--- config.mk ---
export PLATFORM = sky130hd
export DESIGN_NAME = csr_int_unit
export DESIGN_NICKNAME = d
export VERILOG_FILES = /design/src/rtl/csr_int_unit.sv
export SDC_FILE = /design/constraint.sdc
export NUM_CORES = 1
export LEC_CHECK = 0
export CAP_MARGIN = 30
export CORE_MARGIN = 2
export CORE_UTILIZATION = 43
export DETAILED_ROUTE_END_ITERATION = 6
export GPL_ROUTABILITY_DRIVEN = 0
export MAX_ROUTING_LAYER = met4
export PLACE_DENSITY = 0.95
export SYNTH_ARGS = -nofsm -noshare
export SYNTH_HDL_FRONTEND = slang
export SYNTH_SLANG_ARGS = --single-unit
--- constraint.sdc ---
create_clock -name CLK -period 6.4 [get_ports CLK]
set_input_delay 1.28 -clock CLK [delete_from_list [all_inputs] [get_ports CLK]]
set_output_delay 1.28 -clock CLK [all_outputs]
set_load 0.1 [all_outputs]
--- src/rtl/csr_int_unit.sv ---
// csr_int_unit: machine-mode interrupt CSRs (mstatus, mie, mtvec, mepc, mcause)
// with a synchronised external interrupt request and trap/MRET sequencing.
module csr_int_unit (
    input  logic        CLK,
    input  logic        RST,
    input  logic        int_req,
    input  logic        csr_we,
    input  logic [11:0] csr_addr,
    input  logic [31:0] csr_wd,
    input  logic [31:0] pc,
    input  logic        int_ack,
    input  logic        mret_exec,
    output logic        int_taken_req,
    output logic [31:0] mtvec,
    output logic [31:0] mepc,
    output logic [31:0] csr_rd
);
    localparam logic [11:0] A_MSTATUS = 12'h300;
    localparam logic [11:0] A_MIE     = 12'h304;
    localparam logic [11:0] A_MTVEC   = 12'h305;
    localparam logic [11:0] A_MEPC    = 12'h341;
    localparam logic [11:0] A_MCAUSE  = 12'h342;
    logic        s1, s2, s3, pend, rise, trap;
    logic        mie_bit, mpie_bit, meie_bit;
    logic [31:0] mcause;
    assign rise          = s2 & ~s3;
    assign int_taken_req = pend & mie_bit & meie_bit;
    assign trap          = int_ack & int_taken_req;
    always_comb begin
        csr_rd = (csr_addr == A_MSTATUS) ? {24'b0, mpie_bit, 3'b0, mie_bit, 3'b0} :
                 (csr_addr == A_MIE)     ? {20'b0, meie_bit, 11'b0} :
                 (csr_addr == A_MTVEC)   ? mtvec :
                 (csr_addr == A_MEPC)    ? mepc :
                 (csr_addr == A_MCAUSE)  ? mcause : 32'b0;
    end
    // Trap entry beats MRET beats CSR write; losers are dropped for the cycle.
    always_ff @(posedge CLK) begin
        if (RST) begin
            s1       <= 1'b0;
            s2       <= 1'b0;
            s3       <= 1'b0;
            pend     <= 1'b0;
            mie_bit  <= 1'b0;
            mpie_bit <= 1'b0;
            meie_bit <= 1'b0;
            mtvec    <= 32'b0;
            mepc     <= 32'b0;
            mcause   <= 32'b0;
        end else begin
            s1   <= int_req;
            s2   <= s1;
            s3   <= s2;
            pend <= rise | (pend & ~trap);
            if (trap) begin
                mepc     <= {pc[31:2], 2'b00};
                mpie_bit <= mie_bit;
                mie_bit  <= 1'b0;
                mcause   <= 32'h8000_000B;
            end else if (mret_exec) begin
                mie_bit  <= mpie_bit;
                mpie_bit <= 1'b1;
            end else if (csr_we) begin
                case (csr_addr)
                    A_MSTATUS: begin
                        mie_bit  <= csr_wd[3];
                        mpie_bit <= csr_wd[7];
                    end
                    A_MIE:   meie_bit <= csr_wd[11];
                    A_MTVEC: mtvec    <= {csr_wd[31:2], 2'b00};
                    A_MEPC:  mepc     <= {csr_wd[31:2], 2'b00};
                    default: ;
                endcase
            end
        end
    end
endmodule

==> Word level (Yosys, flattened, before mapping) <==
Cells that the tools add are included.
{ "totals": {"reg_bits": 68, "input_bits": 82, "out_inout_bits": 97, "wordCells": 53} }
{ "op_classes": {"eq_ne": 6, "muxes": 16, "bitwise_logic": 9, "reduce_logical": 12} }
{ "ops": {"columns": ["op", "count"], "rows": [
  ["32-bit 2-to-1 mux", 9],
  ["12-bit by 10-bit equality test with 1-bit output, second input constant", 5],
  ["4-bit AND reduction", 2],
  ["2-bit nonzero test", 4],
  ["1-bit 2-to-1 mux", 7],
  ["3-bit nonzero test", 2],
  ["1-bit bitwise AND", 5],
  ["2-bit AND reduction", 2],
  ["1-bit inverter", 3],
  ["3-bit AND reduction", 1],
  ["2-bit by 1-bit inequality test with 1-bit output, second input constant", 1],
  ["2-bit OR reduction", 1],
  ["1-bit bitwise OR", 1]
]} }

==> Logic depth before layout (Yosys ltp) <==
Gate-level depths: netlist (run 1).
{ "logic_depth": {"depth_word": 6, "ltp_mapped": 6, "mapped_depth_nobuf": 4} }

==> Worst setup path after synthesis (run 1) <==
Ideal clock, no wire load.
{ "synth_path": {"kind": "in2out", "startpoint": "input csr_addr[5]", "endpoint": "output csr_rd[31]", "t_arrival_ps": 5306, "t_required_ps": 5120, "path_slack_ps": -186, "stages": 4, "n_path_buf": 0, "cell_sequence": "or4b_1 -> or3_1 -> nor3_1 -> o32a_1"} }
{ "synth_via": {"elab_chain_cells": 6, "elab_cells_between_ends": 10, "cone_classes": "5 x eq/ne; 5 x mux"} }
{ "synth_lines": {"columns": ["item", "line_no", "source"], "rows": [
  ["start: declaration", "8", "input logic [11:0] csr_addr,"],
  ["12-bit by 10-bit equality test with 1-bit output", "34", "(csr_addr == A_MCAUSE) ? mcause : 32'b0;"],
  ["32-bit 2-to-1 mux", "34", null],
  ["32-bit 2-to-1 mux", "33", "(csr_addr == A_MEPC) ? mepc :"],
  ["32-bit 2-to-1 mux", "32", "(csr_addr == A_MTVEC) ? mtvec :"],
  ["32-bit 2-to-1 mux", "31", "(csr_addr == A_MIE) ? {20'b0, meie_bit, 11'b0} :"],
  ["32-bit 2-to-1 mux (*)", "30", "csr_rd = (csr_addr == A_MSTATUS) ? {24'b0, mpie_bit, 3'b0, mie_bit, 3'b0} :"],
  ["end: declaration", "16", "output logic [31:0] csr_rd"]
]} }
Every way passes the cells marked *; elsewhere a longest branch is shown, timed or not.

==> Worst setup path in the final report (run 1) <==
{ "layout_path": {"startpoint": "input csr_addr[10]", "endpoint": "output csr_rd[11]"} }
{ "layout_via": {"elab_chain_cells": 5, "elab_cells_between_ends": 8, "cone_classes": "4 x eq/ne; 4 x mux"} }
{ "layout_lines": {"columns": ["item", "line_no"], "rows": [
  ["12-bit by 10-bit equality test with 1-bit output", "33"],
  ["32-bit 2-to-1 mux", "33"],
  ["32-bit 2-to-1 mux", "32"],
  ["32-bit 2-to-1 mux", "31"],
  ["32-bit 2-to-1 mux (*)", "30"]
]} }
Marked as above.

==> results of run 1 <==
registers in the layout, indices dropped and copies added, names as in the netlist:
| register | count |
|---|---|
| pend | 1 |
| s2 | 1 |
| mtvec | 30 |
| s1 | 1 |
| mcause | 1 |
| s3 | 1 |
| mepc | 30 |
| mpie_bit | 1 |
| meie_bit | 1 |
| mie_bit | 1 |
worst paths after layout:
path	from	to	slack (ns)	cells after the start
worst max-delay path	csr_addr[10]	csr_rd[11]	1.38	7
worst min-delay path	s1$_SDFF_PP0_	s2$_SDFF_PP0_	0.46	1
worst min register to register	s1$_SDFF_PP0_	s2$_SDFF_PP0_	0.46	1
worst max register to register	pend$_SDFF_PP0_	mepc[14]$_SDFFE_PP0P_	4.08	3
routing by layer:
layer / wire length (µm) / track usage [%]
met3: 884 / 3.987
met5: 0 / -
met2: 6102 / 47.83
met1: 4669 / 31.97
met4: 284 / 10.66
cell type report:
type	instances	area, µm²	share of cell area, %
multi-input combinational	270	1834	34.78
timing repair buffer	181	1712	32.46
sequential	68	1361	25.81
tap	102	127.6	2.420
clock buffer	9	123.9	2.349
clock inverter	7	100.1	1.898
inverter	4	15.01	0.2847
critical path: cells and delay by family:
kind	cells	cell delay (ns)
AOI/OAI and AO/OA	2	0.34
and+or+nand+nor	2	1.09
buffers and inverters	3	1.02
kinds of logic (layout without fill, tap and decap cells):
kind of cell	count (synthesis)	count (layout)	share of synthesized area (%)
flops	68	68	40.13
other cells	1	4	0.1106
compound gates	162	162	30.51
simple gates	74	74	13.17
mux	30	30	8.853
buf+inv	49	201	7.230
report_power, final:
part	internal (mW)	total, mW	switching [mW]
Clock	0.221	0.403	0.181
Combinational	0.0520	0.0960	0.0440
Sequential	0.425	0.426	0.00153
Total	0.698	0.925	0.227
cells in the final DEF (no fill, tap or decap), drive strengths merged, types with 3 or more instances in the layout:
master         instances
nor4                   6
nand3                 30
o21ai                 31
a22o                  26
mux2i                 30
o31ai                 30
clkbuf                 9
clkinvlp               3
buf                   43
conb                   4
dfxtp                 68
nor2b                  4
clkdlybuf4s50        138
nand2                  3
a21oi                 63
inv                    5
nor2                   9
nand2b                 4
or2                    3
through the flow:
step / setup slack, ns / util, %
4_1_cts: 1.381 / 68.60
3_5_place_dp: 1.401 / 65.69
6_report: 1.382 / 68.60
2_1_floorplan: 0.7596 / -
5_1_grt: 1.201 / 68.60
3_3_place_gp: 1.439 / 65.49
==> metrics.txt, run 1 <==
final cell count without fillers=641; Worst setup EP type=output port; Max Slew Vio Count=0; Synth cell types=45; Post-CTS Setup Bufs=0; leakage power=1.949 nW; CTS Root Cell=clkbuf_8; Pre-antenna DRT Iters=4; Worst-path clk slew=0.08 ns; crit-path cells=clkdlybuf4s50_1, nand4bb_1, nor4_2, buf_4, a222oi_1, a31oi_1, buf_4; Worst path slowest cell=nand4bb_1; commonest cells in the netlist=68 x dfxtp_1, 63 x a21oi_1, 30 x mux2i_1, 30 x nand3_1, 30 x o31ai_1; Starting DRT DRC Count=260; Required @ worst endpoint=5.12 ns; Yosys top cell by area=dfxtp_1; CP Class=input pin to output port; post-route antenna net violation count=0; Area Growth Syn to Fin=55.48%; Final Hold Fails=0; CTS Buffer Depth=2; Die H=92.82 µm; Top cell by count, worst path=buf_4; Hold-fix buffers, CTS=0; total power=0.9247 mW; grt total ovfl=0; CTS H-tree depth=3; Peak Freq=199.3 MHz; CTS buffer count=9; Antenna diodes=0; Synth area leaders=dfxtp_1 40%, a21oi_1 9.3%, mux2i_1 8.9%; Hold WS=0.4574 ns; Crit Path Max Fanout=15; synthesized instance count=384; Final HPWL DP=8094 µm; Synthesis Warnings=0; slew margin rel.=33.69%; vias in the first global route=3,673; Final #Nets=616; DP Area=5050 µm²; Synth Area per Inst=8.833 µm²; most frequent cell after synthesis=dfxtp_1; clock latency on the worst-skew pair=0.35 ns; Worst Skew=0.009860 ns; Worst Hold Class=flip-flop to flip-flop; Setup Total Neg Slack=0 ns; # fillers=596; core area=7687 µm²; Main synth FF type=dfxtp_1; Worst-Margin Slew=0.9916 ns; DR vias=3,794; Ports=179; DIE WIDTH=92.82 µm; power per standard cell area=175.3 nW/µm²; die area=8615 µm²; number of port buffers=170; gr usage total=27.47%; detailed-route wire length=11,940 µm; sequential fraction of the synthesis area=40.13%; Post-synth EDFFs=0; CP arrival=3.74 ns; Setup crit start kind=input pin; fraction of registers with async set/reset=0%; Setup Viol. Count Final=0; initial antenna violation count=0; minimum clock period=5.018 ns; RSZ-0062 raised after global routing=no; cts repair resizes=0; synthesized flop and latch total=68; area share of the largest cell type after synthesis=40.13%; DRC Markers=0; routed wire length per instance=18.63 µm; CTS tree=done; final period utilization=78.41%; Site Rows=32; share of layout cells above drive strength 1=13.73%; first-pass GRT wire length=18,440 µm; max-cap viol count=0; worst vdd ir=0.1009 mV; run status=completed; clock sink count=68; placed cells=625; initial core utilization=44.12%; design area=5274 µm²; largest net degree at the start of global routing=66; routed vias/inst=5.919; mapped cell area=3392 µm²; critical path's largest stage delay=0.61 ns
Note: power is estimated with default switching activity, not from simulation.
==> inputs of run 2 (changes only) <==
--- a/config.mk
+++ b/config.mk
@@ -7,11 +7,11 @@
 export LEC_CHECK = 0
 export CAP_MARGIN = 30
 export CORE_MARGIN = 2
-export CORE_UTILIZATION = 43
+export CORE_UTILIZATION = 40
 export DETAILED_ROUTE_END_ITERATION = 6
 export GPL_ROUTABILITY_DRIVEN = 0
 export MAX_ROUTING_LAYER = met4
-export PLACE_DENSITY = 0.95
+export PLACE_DENSITY = 0.91
 export SYNTH_ARGS = -nofsm -noshare
 export SYNTH_HDL_FRONTEND = slang
 export SYNTH_SLANG_ARGS = --single-unit
==> constraint.sdc (replaced) <==
create_clock -name CLK -period 5 [get_ports CLK]
set_input_delay 1 -clock CLK [delete_from_list [all_inputs] [get_ports CLK]]
set_output_delay 1 -clock CLK [all_outputs]
set_load 0.1 [all_outputs]
==> run 2 against run 1 <==
First-iteration DRC count fell by 9.6%. Sequential power is 28% higher. Core utilization grew 0.27 points. Register-to-register slack got worse by 1.1 ns. Count of clock-buffer cells in the layout up 2. Sequential share of layout area decreased by 1.8 points. Setup slack lost 0.68 ns. Design area grew 7.3%. Die area increased by 7.2%. Final cell count is 0.78% higher. Worst hold slack worse by 0.020 ns. Clock power grew 8.4%. Largest cell class is now buffers.
==> metrics.txt, run 2 (synthesis results as in run 1) <==
run status=completed; power share of the clock group=39.5%; largest net degree at the start of global routing=39; met1 Use GR=31.73%; sw frac=24.19%; Worst-path clk slew=0.07 ns; Most Crowded Layer GR=met2; first-pass GRT wire length=19,150 µm; Hold WS=0.4369 ns; reg2reg setup slack=2.97 ns; max-cap viol count=0; biggest regs=mepc x30, mtvec x30; placed cells=630; Die H=96.09 µm; commonest non-fill, non-tap cells in the layout=138 x clkdlybuf4s50_1, 68 x dfxtp_1, 63 x a21oi_1; cts repair resizes=0; power per standard cell area=195.5 nW/µm²; Final #Nets=618; DR vias=3,851; Worst path slowest cell=or3_1; share of power burned in registers=49.3%; worst vdd ir=0.1545 mV; CTS Root Cell=clkbuf_8; CTS H-tree depth=3; minimum clock period=4.299 ns; routed wire length per instance=19.54 µm; final period utilization=85.97%; Peak Freq=232.6 MHz; Antenna diodes=0; Setup Viol. Count Final=0; met3 usage in global routing=5.560%; core area=8217 µm²; Max Slew Vio Count=0; commonest non-fill, non-tap cell in the layout=clkdlybuf4s50_1; CTS buffer count=9; Worst Skew=0.01174 ns; Worst-Margin Slew=1.001 ns; die area=9232 µm²; Pre-antenna DRT Iters=5; clock sink count=68; initial core utilization=41.28%; Worst Hold Class=flip-flop to flip-flop; Psw=0.2677 mW; Crit Path Max Fanout=7; Final Hold Fails=0; Pint=0.8388 mW; slew margin rel.=33.03%; Hold-fix buffers, CTS=0; Worst setup EP type=output port; leakage power=2.044 nW; share of layout cells above drive strength 1=13.68%; Ports=179; final cell count without fillers=646; clock latency on the worst-skew pair=0.35 ns; CTS tree=done; CP arrival=3.30 ns; gr usage total=27.68%; Setup Total Neg Slack=0 ns; Starting DRT DRC Count=235; vias in the first global route=3,846; detailed-route wire length=12,630 µm; DIE WIDTH=96.09 µm; Setup crit start kind=input pin; post-route antenna net violation count=0; Site Rows=33; grt total ovfl=0; Final HPWL DP=8858 µm; CP Class=input pin to output port; routed vias/inst=5.961; initial antenna violation count=0; critical path's largest stage delay=0.58 ns; Required @ worst endpoint=4.00 ns; CTS Buffer Depth=2; r2r worst-path depth=4; Post-CTS Setup Bufs=0; crit-path cells=clkdlybuf4s50_1, nand4bb_1, or3_1, nor3_4, o32a_1, buf_12; Hold Crit Depth=1; combinational share of power=11.2%; grt met2 use=47.11%; Area Growth Syn to Fin=66.84%; total power=1.107 mW; number of port buffers=170; RSZ-0062 raised after global routing=no; DRC Markers=0
-- run 2: cell type report --
| class | instances | area (µm²) |
|---|---|---|
| Inverter | 4 | 15.01 |
| Clock inverter | 5 | 52.55 |
| Clock buffer | 11 | 131.4 |
| Timing Repair Buffer | 183 | 2127 |
| Tap cell | 105 | 131.4 |
| Fill cell | 643 | 2557 |
| Sequential cell | 68 | 1361 |
| Multi-Input combinational cell | 270 | 1841 |
-- run 2: power by group through the flow --
stage,Clock [mW],Sequential [mW],Combinational (mW)
floorplan,0,0.558,0.0456
global placement,0,0.558,0.118
detailed placement,0,0.558,0.123
CTS,0.442,0.545,0.123
global route,0.469,0.546,0.131
finish,0.437,0.546,0.124
-- run 2: worst max-delay path: cells and delay by family --
kind                   cells  cell delay [ns]
buffers and inverters      2             0.58
AND/OR/NAND/NOR            3             1.44
AO/OA/AOI/OAI              1             0.27
-- run 2: routing by layer --
metal	wire length (µm)	share of wire, %
met1	4846	38
met3	971	7.7
met4	244	1.9
met5	0	0
met2	6563	52
-- run 2: stage by stage --
stage	instance area, µm²	setup slack, ns	util, %
6_report	5659	0.7013	68.87
4_1_cts	5659	0.6704	68.87
3_5_place_dp	5475	0.6806	66.64
3_3_place_gp	5460	0.7143	66.45
5_1_grt	5659	0.5789	68.87
2_1_floorplan	3415	-0.04386	-
-- run 2: path summary, 6_finish.rpt --
kind,end,from
min,s2$_SDFF_PP0_,s1$_SDFF_PP0_
min reg2reg,s2$_SDFF_PP0_,s1$_SDFF_PP0_
max,csr_rd[31],csr_addr[10]
max reg2reg,mepc[22]$_SDFFE_PP0P_,meie_bit$_SDFFE_PP0P_
==> inputs of run 3 (changes only) <==
--- a/config.mk
+++ b/config.mk
@@ -12,6 +12,7 @@
 export GPL_ROUTABILITY_DRIVEN = 0
 export MAX_ROUTING_LAYER = met4
 export PLACE_DENSITY = 0.91
+export REMOVE_ABC_BUFFERS = 1
 export SYNTH_ARGS = -nofsm -noshare
 export SYNTH_HDL_FRONTEND = slang
 export SYNTH_SLANG_ARGS = --single-unit
==> constraint.sdc (replaced) <==
create_clock -name CLK -period 4.3 [get_ports CLK]
set_input_delay 0.86 -clock CLK [delete_from_list [all_inputs] [get_ports CLK]]
set_output_delay 0.86 -clock CLK [all_outputs]
set_load 0.1 [all_outputs]
==> run 3 against run 2 <==
First-iteration DRC count fell by 7.7%. Setup slack got worse by 0.34 ns. Clock skew fell by 0.0035 ns. Critical path type unchanged. Largest power group unchanged. Non-clock buffer count rose by 1. Critical endpoint is now csr_rd[11].
==> metrics.txt, run 3 (synthesis results as in run 1) <==
DIE WIDTH=96.09 µm; Worst setup EP type=output port; Pre-antenna DRT Iters=5; DR vias=3,880; DP Area=5472 µm²; CP Class=input pin to output port; vias in the first global route=3,891; grt total ovfl=0; CP arrival=3.08 ns; slew margin rel.=32.75%; clock latency on the worst-skew pair=0.33 ns; Worst-Margin Slew=1.006 ns; max-cap viol count=0; commonest non-fill, non-tap cell in the layout=clkdlybuf4s50_1; Die H=96.09 µm; Required @ worst endpoint=3.44 ns; Worst Skew=0.008266 ns; Worst-path clk slew=0.07 ns; die area=9232 µm²; cts repair resizes=0; routed vias/inst=6.006; detailed-route wire length=12,260 µm; Hold-fix buffers, CTS=0; design area=5640 µm²; Final WS setup=0.3578 ns; reg2reg start=meie_bit$_SDFFE_PP0P_; initial core utilization=41.28%; number of port buffers=170; RR Endpoint=mepc[28]$_SDFFE_PP0P_; first-pass GRT wire length=18,800 µm; minimum clock period=3.942 ns; power per standard cell area=219.1 nW/µm²; post-route antenna net violation count=0; Crit Path Max Fanout=17; Final Hold Fails=0; r2r worst-path depth=3; timing startpoint of the critical path=csr_addr[10]; final period utilization=91.68%; Peak Freq=253.7 MHz; CTS H-tree depth=3; worst vdd ir=0.1537 mV; CTS Buffer Depth=2; RSZ-0062 raised after global routing=no; Area Growth Syn to Fin=66.29%; leakage power=2.037 nW; routed wire length per instance=18.98 µm; Antenna diodes=0; core area=8217 µm²; largest net degree at the start of global routing=43; Setup WS pre-CTS=0.3858 ns; biggest regs=mepc x30, mtvec x30; Final #Nets=619; final cell count without fillers=646; CTS Root Cell=clkbuf_8; Hold WS=0.4553 ns; Setup crit start kind=input pin; reg2reg setup slack=2.18 ns; Post-CTS Setup Bufs=0; Site Rows=33; worst setup path end=csr_rd[11]; CTS buffer count=9; Setup Viol. Count Final=0; clock sink count=68; gr usage total=26.72%; Worst Hold Class=flip-flop to flip-flop; run status=completed; placed cells=631; Final Util=68.65%; DRC Markers=0; Final HPWL DP=8754 µm; Ports=179; commonest non-fill, non-tap cells in the layout=138 x clkdlybuf4s50_1, 68 x dfxtp_1, 63 x a21oi_1; Starting DRT DRC Count=217; share of layout cells above drive strength 1=13.49%; CTS tree=done; Max Slew Vio Count=0; initial antenna violation count=0
run 3: changes by cell type in the layout (fill, tap and decap cells not counted), sizes merged:
cell / change
clkbuf: +2
buf: +1
bufinv: -1
clkinv: -1
clkinvlp: -1
run 3: worst min-delay path by stage:
stage	startpoint	to	slack, ns	cells after the start
floorplan	s1$_SDFF_PP0_	s2$_SDFF_PP0_	0.41	1
global placement	s1$_SDFF_PP0_	s2$_SDFF_PP0_	0.42	1
detailed placement	s1$_SDFF_PP0_	s2$_SDFF_PP0_	0.44	1
CTS	s1$_SDFF_PP0_	s2$_SDFF_PP0_	0.46	1
global route	s1$_SDFF_PP0_	s2$_SDFF_PP0_	0.46	1
finish	s1$_SDFF_PP0_	s2$_SDFF_PP0_	0.46	1
run 3: critical path, stage by stage:
cell and delay, ns:
clkdlybuf4s50_1 0.39, nand4bb_1 0.47, nor4_4 0.42, buf_4 0.30
a222oi_1 0.10, a31oi_1 0.31, buf_12 0.22
run 3: layout make-up:
cell class                      count  area, µm²
Fill cell                         633       2576
Clock buffer                       13      158.9
Clock inverter                      2      10.01
Inverter                            4      15.01
Tap cell                          105      131.4
Sequential cell                    68       1361
Multi-Input combinational cell    270       1829
Timing Repair Buffer              184       2135
run 3: power breakdown:
group,leakage (nW),total (mW),switching [mW],internal [mW]
Clock,0.0893,0.457,0.221,0.237
Sequential,0.549,0.635,0.00205,0.633
Combinational,1.40,0.144,0.0661,0.0777
Total,2.04,1.24,0.289,0.947
run 3: through the flow:
stage,power (mW),TNS [ns]
finish,1.236,0
detailed placement,0.7910,0
global route,1.278,0
CTS,1.243,0
global placement,0.7852,0
floorplan,0.6917,-65.49
run 3: routing by layer:
layer	GRT usage [%]	vias up	share of wire (%)	routed length (µm)
met5	-	-	0	0
met4	9.762	0	2.2	264
met3	4.542	30	8.0	987
met2	47.69	240	53	6469
met1	29.81	1850	37	4540
li1	-	1760	-	-
